<file path="src/rtl/lcd_spi_phy.sv">
// SPI mode-0 master PHY for the LCD panel: shifts one 8/16/24/32-bit word MSB first
// and captures MISO into a right-justified receive word.
module lcd_spi_phy #(
   parameter int CLK_DIV = 2
) (
   input  logic        clk,
   input  logic        rst,
   input  logic [31:0] tx_word,
   input  logic [1:0]  tx_len,
   // "begin" is a reserved word, so the start request port is begin_req
   input  logic        begin_req,
   output logic        busy,
   output logic        done,
   output logic [31:0] rx_word,
   input  logic        cs_req,
   output logic        lcd_sck,
   output logic        lcd_mosi,
   input  logic        lcd_miso,
   output logic        lcd_cs_n
);

   localparam int DW = $clog2(CLK_DIV + 1);
   localparam logic [DW-1:0] DIV_LAST = DW'(CLK_DIV - 1);

   localparam logic [1:0] IDLE     = 2'd0;
   localparam logic [1:0] SHIFT_LO = 2'd1;
   localparam logic [1:0] SHIFT_HI = 2'd2;
   localparam logic [1:0] FINISH   = 2'd3;

   logic [1:0]    state;
   logic [DW-1:0] div_cnt;
   logic [5:0]    bit_cnt;
   logic [5:0]    bit_len;
   logic [5:0]    bit_nxt;
   logic [30:0]   tx_sh;
   logic [31:0]   rx_sh;
   logic          div_end;
   logic          start;
   logic          last;
   logic          busy_next;

   always_comb begin
      div_end   = (div_cnt == DIV_LAST);
      bit_nxt   = bit_cnt + 6'd1;
      start     = ((state == IDLE) || (state == FINISH)) && begin_req;
      last      = (state == SHIFT_HI) && div_end && (bit_nxt == bit_len);
      busy_next = start || (busy && !last);
   end

   always_ff @(posedge clk) begin
      if (rst) begin
         state    <= IDLE;
         div_cnt  <= '0;
         bit_cnt  <= '0;
         bit_len  <= '0;
         tx_sh    <= '0;
         rx_sh    <= '0;
         busy     <= 1'b0;
         done     <= 1'b0;
         rx_word  <= '0;
         lcd_sck  <= 1'b0;
         lcd_mosi <= 1'b0;
         lcd_cs_n <= 1'b1;
      end else begin
         done     <= 1'b0;
         busy     <= busy_next;
         lcd_cs_n <= ~(cs_req | busy_next);
         case (state)
            // FINISH doubles as an idle cycle so a begin in the done cycle starts at once
            IDLE, FINISH: begin
               if (begin_req) begin
                  state    <= SHIFT_LO;
                  tx_sh    <= tx_word[30:0];
                  bit_len  <= {({1'b0, tx_len} + 3'd1), 3'b000};
                  lcd_mosi <= tx_word[31];
                  lcd_sck  <= 1'b0;
                  div_cnt  <= '0;
                  bit_cnt  <= '0;
                  rx_sh    <= '0;
               end else begin
                  state <= IDLE;
               end
            end
            SHIFT_LO: begin
               if (div_end) begin
                  lcd_sck <= 1'b1;
                  rx_sh   <= {rx_sh[30:0], lcd_miso};
                  div_cnt <= '0;
                  state   <= SHIFT_HI;
               end else begin
                  div_cnt <= div_cnt + 1'b1;
               end
            end
            SHIFT_HI: begin
               if (div_end) begin
                  lcd_sck <= 1'b0;
                  div_cnt <= '0;
                  bit_cnt <= bit_nxt;
                  if (bit_nxt == bit_len) begin
                     state   <= FINISH;
                     done    <= 1'b1;
                     rx_word <= rx_sh;
                  end else begin
                     tx_sh    <= {tx_sh[29:0], 1'b0};
                     lcd_mosi <= tx_sh[30];
                     state    <= SHIFT_LO;
                  end
               end else begin
                  div_cnt <= div_cnt + 1'b1;
               end
            end
            default: state <= IDLE;
         endcase
      end
   end

endmodule

</file>
<file path="config.mk">
export PLATFORM = sky130hd
export DESIGN_NAME = lcd_spi_phy
export DESIGN_NICKNAME = d
export VERILOG_FILES = /design/src/rtl/lcd_spi_phy.sv
export SDC_FILE = /design/constraint.sdc
export NUM_CORES = 1
export LEC_CHECK = 0
export CAP_MARGIN = 20
export CORE_MARGIN = 5
export CORE_UTILIZATION = 50
export CTS_BUF_LIST = sky130_fd_sc_hd__clkbuf_8
export CTS_CLUSTER_DIAMETER = 120
export DETAILED_ROUTE_END_ITERATION = 10
export PLACE_DENSITY_LB_ADDON = 0.3
export SLEW_MARGIN = 30
export SYNTH_ARGS = -nofsm -noshare
export SYNTH_HDL_FRONTEND = slang
export SYNTH_SLANG_ARGS = --single-unit
</file>
<file path="constraint.sdc">
create_clock -name clk -period 2.1 [get_ports clk]
set_input_delay 0.42 -clock clk [delete_from_list [all_inputs] [get_ports clk]]
set_output_delay 0.42 -clock clk [all_outputs]
set_load 0.005 [all_outputs]
</file>
==> results of run 1 <==
==> critical path: cells and delay by family (launching register included) <==
family / cells / cell delay, ns
flip-flops: 1 / 0.39
buffers and inverters: 1 / 0.21
AND/OR/NAND/NOR: 3 / 0.56
multiplexers: 1 / 0.18
AO/OA/AOI/OAI: 1 / 0.53
==> final timing paths <==
check                              endpoint
worst min register to register    rx_sh[30]
worst max-delay path            rx_word[15]
worst min-delay path            rx_word[13]
worst max register to register  rx_word[15]
==> stage by stage <==
stage / total power, mW / cell area, um^2 / util / hold slack, ns / setup WS (ns)
after floorplan: 3.79 / 4750 / - / 0.431 / 0.132
after global placement: 4.19 / 5620 / 0.608 / 0.438 / 0.153
after detailed placement: 4.24 / 5620 / 0.608 / 0.465 / 0.0972
after CTS: 6.40 / 6050 / 0.654 / 0.434 / 0.0854
after global routing: 6.70 / 6050 / 0.655 / 0.445 / 0.00406
final: 6.35 / 6050 / 0.655 / 0.445 / 0.101
==> where the power goes <==
group          switching [mW]  internal (mW)
combinational            1.00          0.667
clock                   0.941           1.22
sequential              0.129           2.39
==> layout make-up <==
cell class              count  share of cell area
multi-input cells         336               0.376
inverters                   3             0.00186
repair buffers             88               0.150
flip-flops and latches    113               0.374
clock inverters            14              0.0298
clock buffers              18              0.0410
well taps                 129              0.0267
==> sequential cells by signal, indices dropped and copies added, names as in the netlist, 2 cells and up <==
signal and flops:
rx_word 32, state 2, bit_cnt 6, bit_len 3, rx_sh 32, tx_sh 31
div_cnt 2
==> kinds of logic after synthesis <==
family	synth area share
DFF	0.476
AOI/OAI and AO/OA	0.181
muxes	0.137
xor gates and xnor gates	0.0103
buffers and inverters	0.0479
adders and majority gates	0.0105
and+or+nand+nor	0.137
==> per-layer routing <==
layer,share of wire,GRT usage,routed length (um)
met5,0,0,0
met4,0.0077,0.0505,78
met3,0.059,0.0642,602
met2,0.47,0.298,4810
met1,0.46,0.229,4670
==> cell usage after synthesis, drive strengths merged <==
library cell / number
nand2b: 4
a211oi: 33
nand4: 1
xor2: 1
or3: 2
nor2: 44
and2: 3
dfxtp: 113
a211o: 3
ha: 4
a2111o: 1
mux2i: 65
o21ai: 7
nor4b: 1
or4: 1
or3b: 1
nand2: 41
a22oi: 1
a21oi: 72
xnor3: 1
nor3b: 1
inv: 3
nor2b: 6
o21bai: 1
clkbuf: 31
buf: 13
nand3: 38
xnor2: 2
o31ai: 1
a21o: 1
==> impl_metrics.csv, run 1 <==
group,metric,value,unit
run_status,status,"finished, final reports clean",
cells_and_area,area_growth,27.3,%
detailed_routing,drc,0,
detailed_routing,viasPerCell,5.31,
yosys,synth_cells,496,
timing,post-route-period-util,0.952,
placed_design,hpwl,6440,um
detailed_routing,routed_wl,10200,um
placed_design,placed_cells,669,
cells_and_area,layout-drive-gt1-share,0.147,
global_routing,grt_pass1_wl,17300,um
timing,max_slew_margin,0.659,
placed_design,io_buffers,75,
clocking,cts-resized-gates,0,
yosys,synth_area,4750,um^2
detailed_routing,vias,3719,
timing,hold_violations,0,
floorplanning,die_area,11500,um^2
timing,setup_viol,0,
global_routing,grt_use_total,0.183,
cells_and_area,nNetsFinal,602,
cells_and_area,n_fill_cell,728,
cells_and_area,multi_input_area,2270,um^2
global_routing,antenna_found_initial,0,
worst_setup_path,crit_chain,"nand3_2 -> or3_1 -> a2111o_2 -> buf_12 -> mux2i_1 -> nor2_1",
floorplanning,ios,76,
timing,finalMaxSlewViolations,0,
cells_and_area,fin_cells,701,
cells_and_area,final_cell_mix,"dfxtp_1, clkdlybuf4s50_1, a21oi_1",
min_path,hold_start,"rst",
global_routing,gr-total-overflow,0,
yosys,synthTopCellsByArea,"dfxtp_1, mux2i_1, a211oi_2",
timing,clock_skew,0.0170,ns
min_path,whs_path_depth,2,
yosys,synth_top_area_share,0.476,
pwr,worst_ir_drop_vdd,0.549,mV
worst_setup_path,crit_required,2.40,ns
worst_setup_path,worstSetupPathType,"flip-flop to flip-flop",
timing,worst_pin_slew,0.512,ns
yosys,syn_nets,539,
worst_setup_path,crit_path_start,"bit_cnt[0]",
yosys,synth_warnings,0,
cells_and_area,seqCellArea,2260,um^2
worst_setup_path,worstPathArrival,2.30,ns
clocking,htreeDepth,4,
timing,rsz0062_at_grt,"no",
clocking,clk_latency,0.43,ns
cells_and_area,layout_commonest_cell,"dfxtp_1",
floorplanning,die_y,107,um
clocking,cts_tree,"built",
global_routing,grt_pass1_vias,3764,
worst_setup_path,r2r_slack,0.10,ns
floorplanning,rows,35,
clocking,cts_made_buffers,17,
yosys,ys_seq_area_frac,0.476,
floorplanning,die_w,107,um
worst_setup_path,r2r-start,"bit_cnt[0]",
worst_setup_path,crit_fanout,33,
pwr,power_density,1050,nW/um^2
cells_and_area,antenna_cells,0,
yosys,syn_area_per_cell,9.58,um^2
timing,max_freq,0.500,GHz
placed_design,place_congestion,0.810,
yosys,ys_ff_latch,113,
detailed_routing,drt_first_pass_iters,5,
timing,fin_tns_setup,0,ns
worst_setup_path,cp_slowest_stage_delay,0.53,ns
yosys,ys_types,37,
clocking,cts_buffer_depth,2,
detailed_routing,avgRoutedWirePerCell,14.5,um
min_path,hold_path.class,"input port to flip-flop",
clocking,path_clk_slew,0.07,ns
clocking,cts_root_buffer,"clkbuf_8",
worst_setup_path,crit_slowest_cell,"a2111o_2",
pwr,p_leak,2.29,nW
worst_setup_path,cp-start-kind,"flip-flop",
yosys,synth_top_area_cell,"dfxtp_1",
worst_setup_path,r2r_cells,6,
floorplanning,start_util,0.514,
clocking,ctsHoldBuffers,0,
detailed_routing,drt_iter0_drc,196,
job,maxCapViolations,0,
timing,fin_crit,2.00,ns
floorplanning,placeableCoreArea,9240,um^2
global_routing,grt_max_degree,46,
clocking,postCtsSetupBuffers,0,
clocking,cts.sinks,113,
detailed_routing,ant_nets,0,
worst_setup_path,worstSetupEndpointType,"flip-flop",
Power figures use the tool's default switching activity.
==> run 2, diff against run 1 <==
--- a/config.mk
+++ b/config.mk
@@ -12,6 +12,7 @@
 export CTS_CLUSTER_DIAMETER = 120
 export DETAILED_ROUTE_END_ITERATION = 10
 export PLACE_DENSITY_LB_ADDON = 0.3
+export SETUP_SLACK_MARGIN = 0.02
 export SLEW_MARGIN = 30
 export SYNTH_ARGS = -nofsm -noshare
 export SYNTH_HDL_FRONTEND = slang
==> impl_metrics.csv, run 2 (same netlist as run 1, synthesis figures left out) <==
group,metric,value,unit
detailed_routing,routed_wl,10100,um
detailed_routing,drt_first_pass_iters,4,
run_status,status,"finished, final reports clean",
timing,max_slew_margin,0.658,
global_routing,grt_pass1_vias,3764,
worst_setup_path,r2r_cells,6,
worst_setup_path,worstSetupPathType,"flip-flop to flip-flop",
global_routing,gr-total-overflow,0,
clocking,cts_root_buffer,"clkbuf_8",
global_routing,grt_pass1_wl,17300,um
global_routing,grt_use_total,0.183,
min_path,whs_path_depth,2,
placed_design,place_congestion,0.810,
timing,worst_pin_slew,0.514,ns
floorplanning,start_util,0.514,
pwr,power_density,1050,nW/um^2
detailed_routing,viasPerCell,5.29,
clocking,path_clk_slew,0.07,ns
worst_setup_path,worstSetupEndpointType,"flip-flop",
cells_and_area,stdcell_area,6050,um^2
floorplanning,die_y,107,um
floorplanning,ios,76,
clocking,ctsHoldBuffers,0,
cells_and_area,layout-drive-gt1-share,0.150,
placed_design,io_buffers,75,
global_routing,grt_max_degree,46,
clocking,cts.sinks,113,
floorplanning,rows,35,
detailed_routing,ant_nets,0,
placed_design,hpwl,6440,um
cells_and_area,nNetsFinal,602,
clocking,cts_made_buffers,17,
global_routing,antenna_found_initial,0,
min_path,hold_path.class,"input port to flip-flop",
placed_design,placed_cell_area,5620,um^2
timing,setup_viol,0,
cells_and_area,reg_top3,"rx_sh (32), rx_word (32), tx_sh (31)",
floorplanning,placeableCoreArea,9240,um^2
cells_and_area,antenna_cells,0,
pwr,p_leak,2.29,nW
worst_setup_path,crit_fanout,33,
clocking,clk_latency,0.43,ns
floorplanning,die_w,107,um
cells_and_area,final_cell_mix,"dfxtp_1, clkdlybuf4s50_1, a21oi_1",
timing,fin_crit,1.97,ns
detailed_routing,drt_iter0_drc,200,
detailed_routing,drc,0,
cells_and_area,area_growth,27.4,%
clocking,cts_tree,"built",
timing,fin_ws,0.126,ns
timing,hold_violations,0,
timing,finalMaxSlewViolations,0,
placed_design,dpl_worst_slack,0.0972,ns
timing,post-route-period-util,0.940,
worst_setup_path,worstPathArrival,2.28,ns
pwr,worst_ir_drop_vdd,0.548,mV
detailed_routing,avgRoutedWirePerCell,14.5,um
timing,max_freq,0.507,GHz
worst_setup_path,cp-start-kind,"flip-flop",
timing,rsz0062_at_grt,"no",
detailed_routing,vias,3706,
worst_setup_path,crit_required,2.41,ns
timing,fin_tns_setup,0,ns
floorplanning,die_area,11500,um^2
timing,clock_skew,0.0170,ns
cells_and_area,layout_commonest_cell,"dfxtp_1",
clocking,cts_buffer_depth,2,
job,maxCapViolations,0,
clocking,htreeDepth,4,
[run 2: cell type report]
class                           count  area [um^2]
Timing Repair Buffer               88          908
Inverter                            3         11.3
Clock inverter                     14          180
Tap cell                          129          161
Clock buffer                       18          248
Sequential cell                   113         2270
Multi-Input combinational cell    336         2270
Fill cell                         727         3190
[run 2: path summary, 6_finish.rpt]
kind               from           to  slack, ns
max reg2reg  bit_cnt[1]  rx_word[19]       0.13
max          bit_cnt[1]  rx_word[19]       0.13
min reg2reg    rx_sh[0]     rx_sh[0]       0.47
min                 rst  rx_word[13]       0.45
[run 2: worst max-delay path, cell delays in order (launching register included)]
cell      delay (ns)
dfxtp_1         0.37
nand3_2         0.10
or3_1           0.40
a2111o_2        0.53
buf_12          0.21
mux2i_1         0.19
nor2_1          0.06
[run 2: where the power goes]
part           internal (mW)  switching (mW)
combinational          0.667            1.00
sequential              2.39           0.129
clock                   1.22           0.942
total                   4.28            2.07
[run 2: routing by layer]
metal,GRT usage,wire (um),up-vias
met5,0,0,-
met4,0.0505,72,0
met3,0.0642,618,8
met2,0.298,4770,91
met1,0.229,4680,1738
li1,-,-,1869
[run 2: metrics by stage]
| step | util | power (mW) | hold slack [ns] | std cells |
|---|---|---|---|---|
| 3_5_place_dp | 0.608 | 4.24 | 0.465 | 669 |
| 5_1_grt | 0.655 | 6.70 | 0.445 | 701 |
| 6_report | 0.655 | 6.35 | 0.448 | 701 |
| 3_3_place_gp | 0.608 | 4.19 | 0.438 | 669 |
| 4_1_cts | 0.654 | 6.40 | 0.434 | 701 |
| 2_1_floorplan | - | 3.79 | 0.431 | 496 |
[run 2: timing repair]
| action | in CTS | in global routing |
|---|---|---|
| endpoints found under the setup margin | 0 | 31 |
| setup buffers | 0 | 0 |
| gates resized for setup | 0 | 4 |
==> run 3, diff against run 2 <==
--- a/config.mk
+++ b/config.mk
@@ -5,12 +5,13 @@
 export SDC_FILE = /design/constraint.sdc
 export NUM_CORES = 1
 export LEC_CHECK = 0
-export CAP_MARGIN = 20
+export CAP_MARGIN = 25
 export CORE_MARGIN = 5
 export CORE_UTILIZATION = 50
 export CTS_BUF_LIST = sky130_fd_sc_hd__clkbuf_8
 export CTS_CLUSTER_DIAMETER = 120
 export DETAILED_ROUTE_END_ITERATION = 10
+export HOLD_SLACK_MARGIN = 0.12
 export PLACE_DENSITY_LB_ADDON = 0.3
 export SETUP_SLACK_MARGIN = 0.02
 export SLEW_MARGIN = 30
==> results of run 3 <==
The final DEF is identical to that of run 2; final timing and power are the same.
==> RTL edit (flow settings as in run 3) <==
The output `lcd_cs_n` loses its register stage (`lcd_cs_n` becomes a continuous assignment).
--- a/src/rtl/lcd_spi_phy.sv
+++ b/src/rtl/lcd_spi_phy.sv
@@ -60,11 +60,9 @@
          rx_word  <= '0;
          lcd_sck  <= 1'b0;
          lcd_mosi <= 1'b0;
-         lcd_cs_n <= 1'b1;
       end else begin
          done     <= 1'b0;
          busy     <= busy_next;
-         lcd_cs_n <= ~(cs_req | busy_next);
          case (state)
             // FINISH doubles as an idle cycle so a begin in the done cycle starts at once
             IDLE, FINISH: begin
@@ -114,5 +112,7 @@
       end
    end
 
+   assign lcd_cs_n = ~(cs_req | busy_next);
+
 endmodule
 
Function: changed (a bounded check fails within 4 cycles, from zero or initial values and one cycle with rst high).
==> RTL edit against run 3 <==
- the run now ends with negative setup slack left
- highest routed layer unchanged
- routed wire length rose by 4.7%
- worst setup slack got worse by 310 ps
- combinational power down 35%
- largest cell class unchanged
- critical endpoint is now lcd_cs_n
- synthesized cell count down 1.0%
- critical path type is now flop to output pin
- sequential cell count decreased by 1
- power is 26% lower
- global-route usage is 0.43 points higher
- area after synthesis decreased by 1.3%
- critical path depth did not move
- design area down 1.7%
- sequential share of layout area rose by 0.25 points
==> RTL edit: results (changes against run 3) <==
- Outcome: complete, but fails checks (was finished, final reports clean)
- Failing checks: negative setup slack
- Initial detailed-routing violation count: 145 (was 200)
- Post-detail-place hpwl: 6807 um (was 6443 um)
- Vias/cell: 5.533 (was 5.287)
- Lkg Pwr: 2.269 nW (was 2.287 nW)
- Peak fanout along the critical path: 2 (was 33)
- Seq/Total Area, Yosys: 0.4785 (was 0.4763)
- Clock Latency Late Sink: 370 ps (was 430 ps)
- Fillers: 761 (was 727)
- Routed wire length: 10610 um (was 10140 um)
- Mapped Nets: 534 (was 539)
- Layout cells sized above 1: 0.1446 (was 0.1503)
- Nets@finish: 613 (was 602)
- First-pass GRT wire length: 17780 um (was 17290 um)
- Vias in the first global route: 3722 (was 3764)
- Post-synthesis area per instance: 9.543 um2 (was 9.576 um2)
- Setup TNS: -179.9 ps (was 0 ps)
- Mapped Area: 0.004686 mm2 (was 0.004750 mm2)
- Rel. slew slack: 0.6203 (was 0.6575)
- GRT Overall Usage: 0.1869 (was 0.1826)
- Final WS setup: -179.9 ps (was 126.2 ps)
- Largest net degree at the start of global routing: 42 (was 46)
- Top cells by area, synth: dfxtp_1, mux2i_1, a21oi_1 (was dfxtp_1, mux2i_1, a211oi_2)
- Worst setup EP type: output pin (was flop)
- CTS Buf Count: 9 (was 17)
- Final count of negative-setup-slack endpoints: 1 (was 0)
- Register clock-pin slew on the reported worst setup and hold paths: 110 ps (was 70 ps)
- Max Clock Skew: 17.10 ps (was 17.00 ps)
RTL edit: cell types whose count changed after synthesis, moves of 2 or more:
cell,delta
nand2b_1,-2
o21ai_0,-2
a211oi_1,+19
a211oi_2,-18
buf_6,+2
buf_4,-2
a211o_1,-3
or3_1,-2
clkbuf_1,-8
buf_2,+5
a21oi_1,+2
nor3_1,+3
RTL edit: timing repair:
item | in CTS | in global routing
gates resized for setup | 8 | 7
endpoints found under the setup margin | 32 | 35
cloned | 1 | 0
setup buffers | 1 | 0
pin swaps | 4 | 0
hold buffers | 0 | 0
RTL edit: worst paths after layout:
| path | slack, ps | end | from | cells after the start |
|---|---|---|---|---|
| worst max register to register | 110 | rx_word[25] | bit_cnt[2] | 6 |
| worst max-delay path | -180 | lcd_cs_n | bit_len[4] | 6 |
| worst min-delay path | 420 | rx_word[28] | rst | 2 |
| worst min register to register | 470 | lcd_sck | lcd_sck | 2 |
RTL edit: layout make-up:
class | instances | share of cell area
Timing Repair Buffer | 109 | 0.1815
Multi-Input combinational cell | 336 | 0.3825
Tap cell | 111 | 0.02334
Clock inverter | 6 | 0.01346
Clock buffer | 9 | 0.02082
Inverter | 2 | 0.001262
Sequential cell | 112 | 0.3772
RTL edit: critical path, stage by stage, from the launching register on:
cell       delay, ps
dfxtp_2          340
xnor3_1          370
and4_4           230
o2111ai_4        110
a21oi_2          170
nor2b_1          150
buf_2            130
RTL edit: routing by layer:
metal / track usage / routed length [um] / vias to the layer above
met5: 0 / 0 / -
met4: 0.04475 / 101 / 0
met3: 0.04997 / 530 / 9
met2: 0.3049 / 4960 / 70
met1: 0.2475 / 5020 / 1814
li1: - / - / 1897
RTL edit: cell families (layout without fill, tap and decap cells):
kind of cell / count (synthesis) / count (layout) / share of synthesized area
buffers and inverters: 44 / 126 / 0.04913
AO/OA/AOI/OAI: 120 / 121 / 0.1725
multiplexers: 66 / 66 / 0.1410
AND/OR/NAND/NOR: 141 / 141 / 0.1362
XOR/XNOR: 4 / 4 / 0.01202
flip-flops: 112 / 112 / 0.4785
adder cells (fa/ha/maj): 4 / 4 / 0.01068
RTL edit: power by group:
| part | internal [W] | total (W) | switching (W) |
|---|---|---|---|
| Sequential | 0.00226 | 0.00232 | 0.0000696 |
| Clock | 0.000564 | 0.00130 | 0.000740 |
| Combinational | 0.000472 | 0.00109 | 0.000613 |
| Total | 0.00329 | 0.00471 | 0.00142 |
RTL edit: through the flow:
step             util  instance area, um2
6_report       0.6471                5951
5_1_grt        0.6471                5951
4_1_cts        0.6441                5923
3_5_place_dp   0.6180                5683
3_3_place_gp   0.6180                5683
2_1_floorplan       -                4686
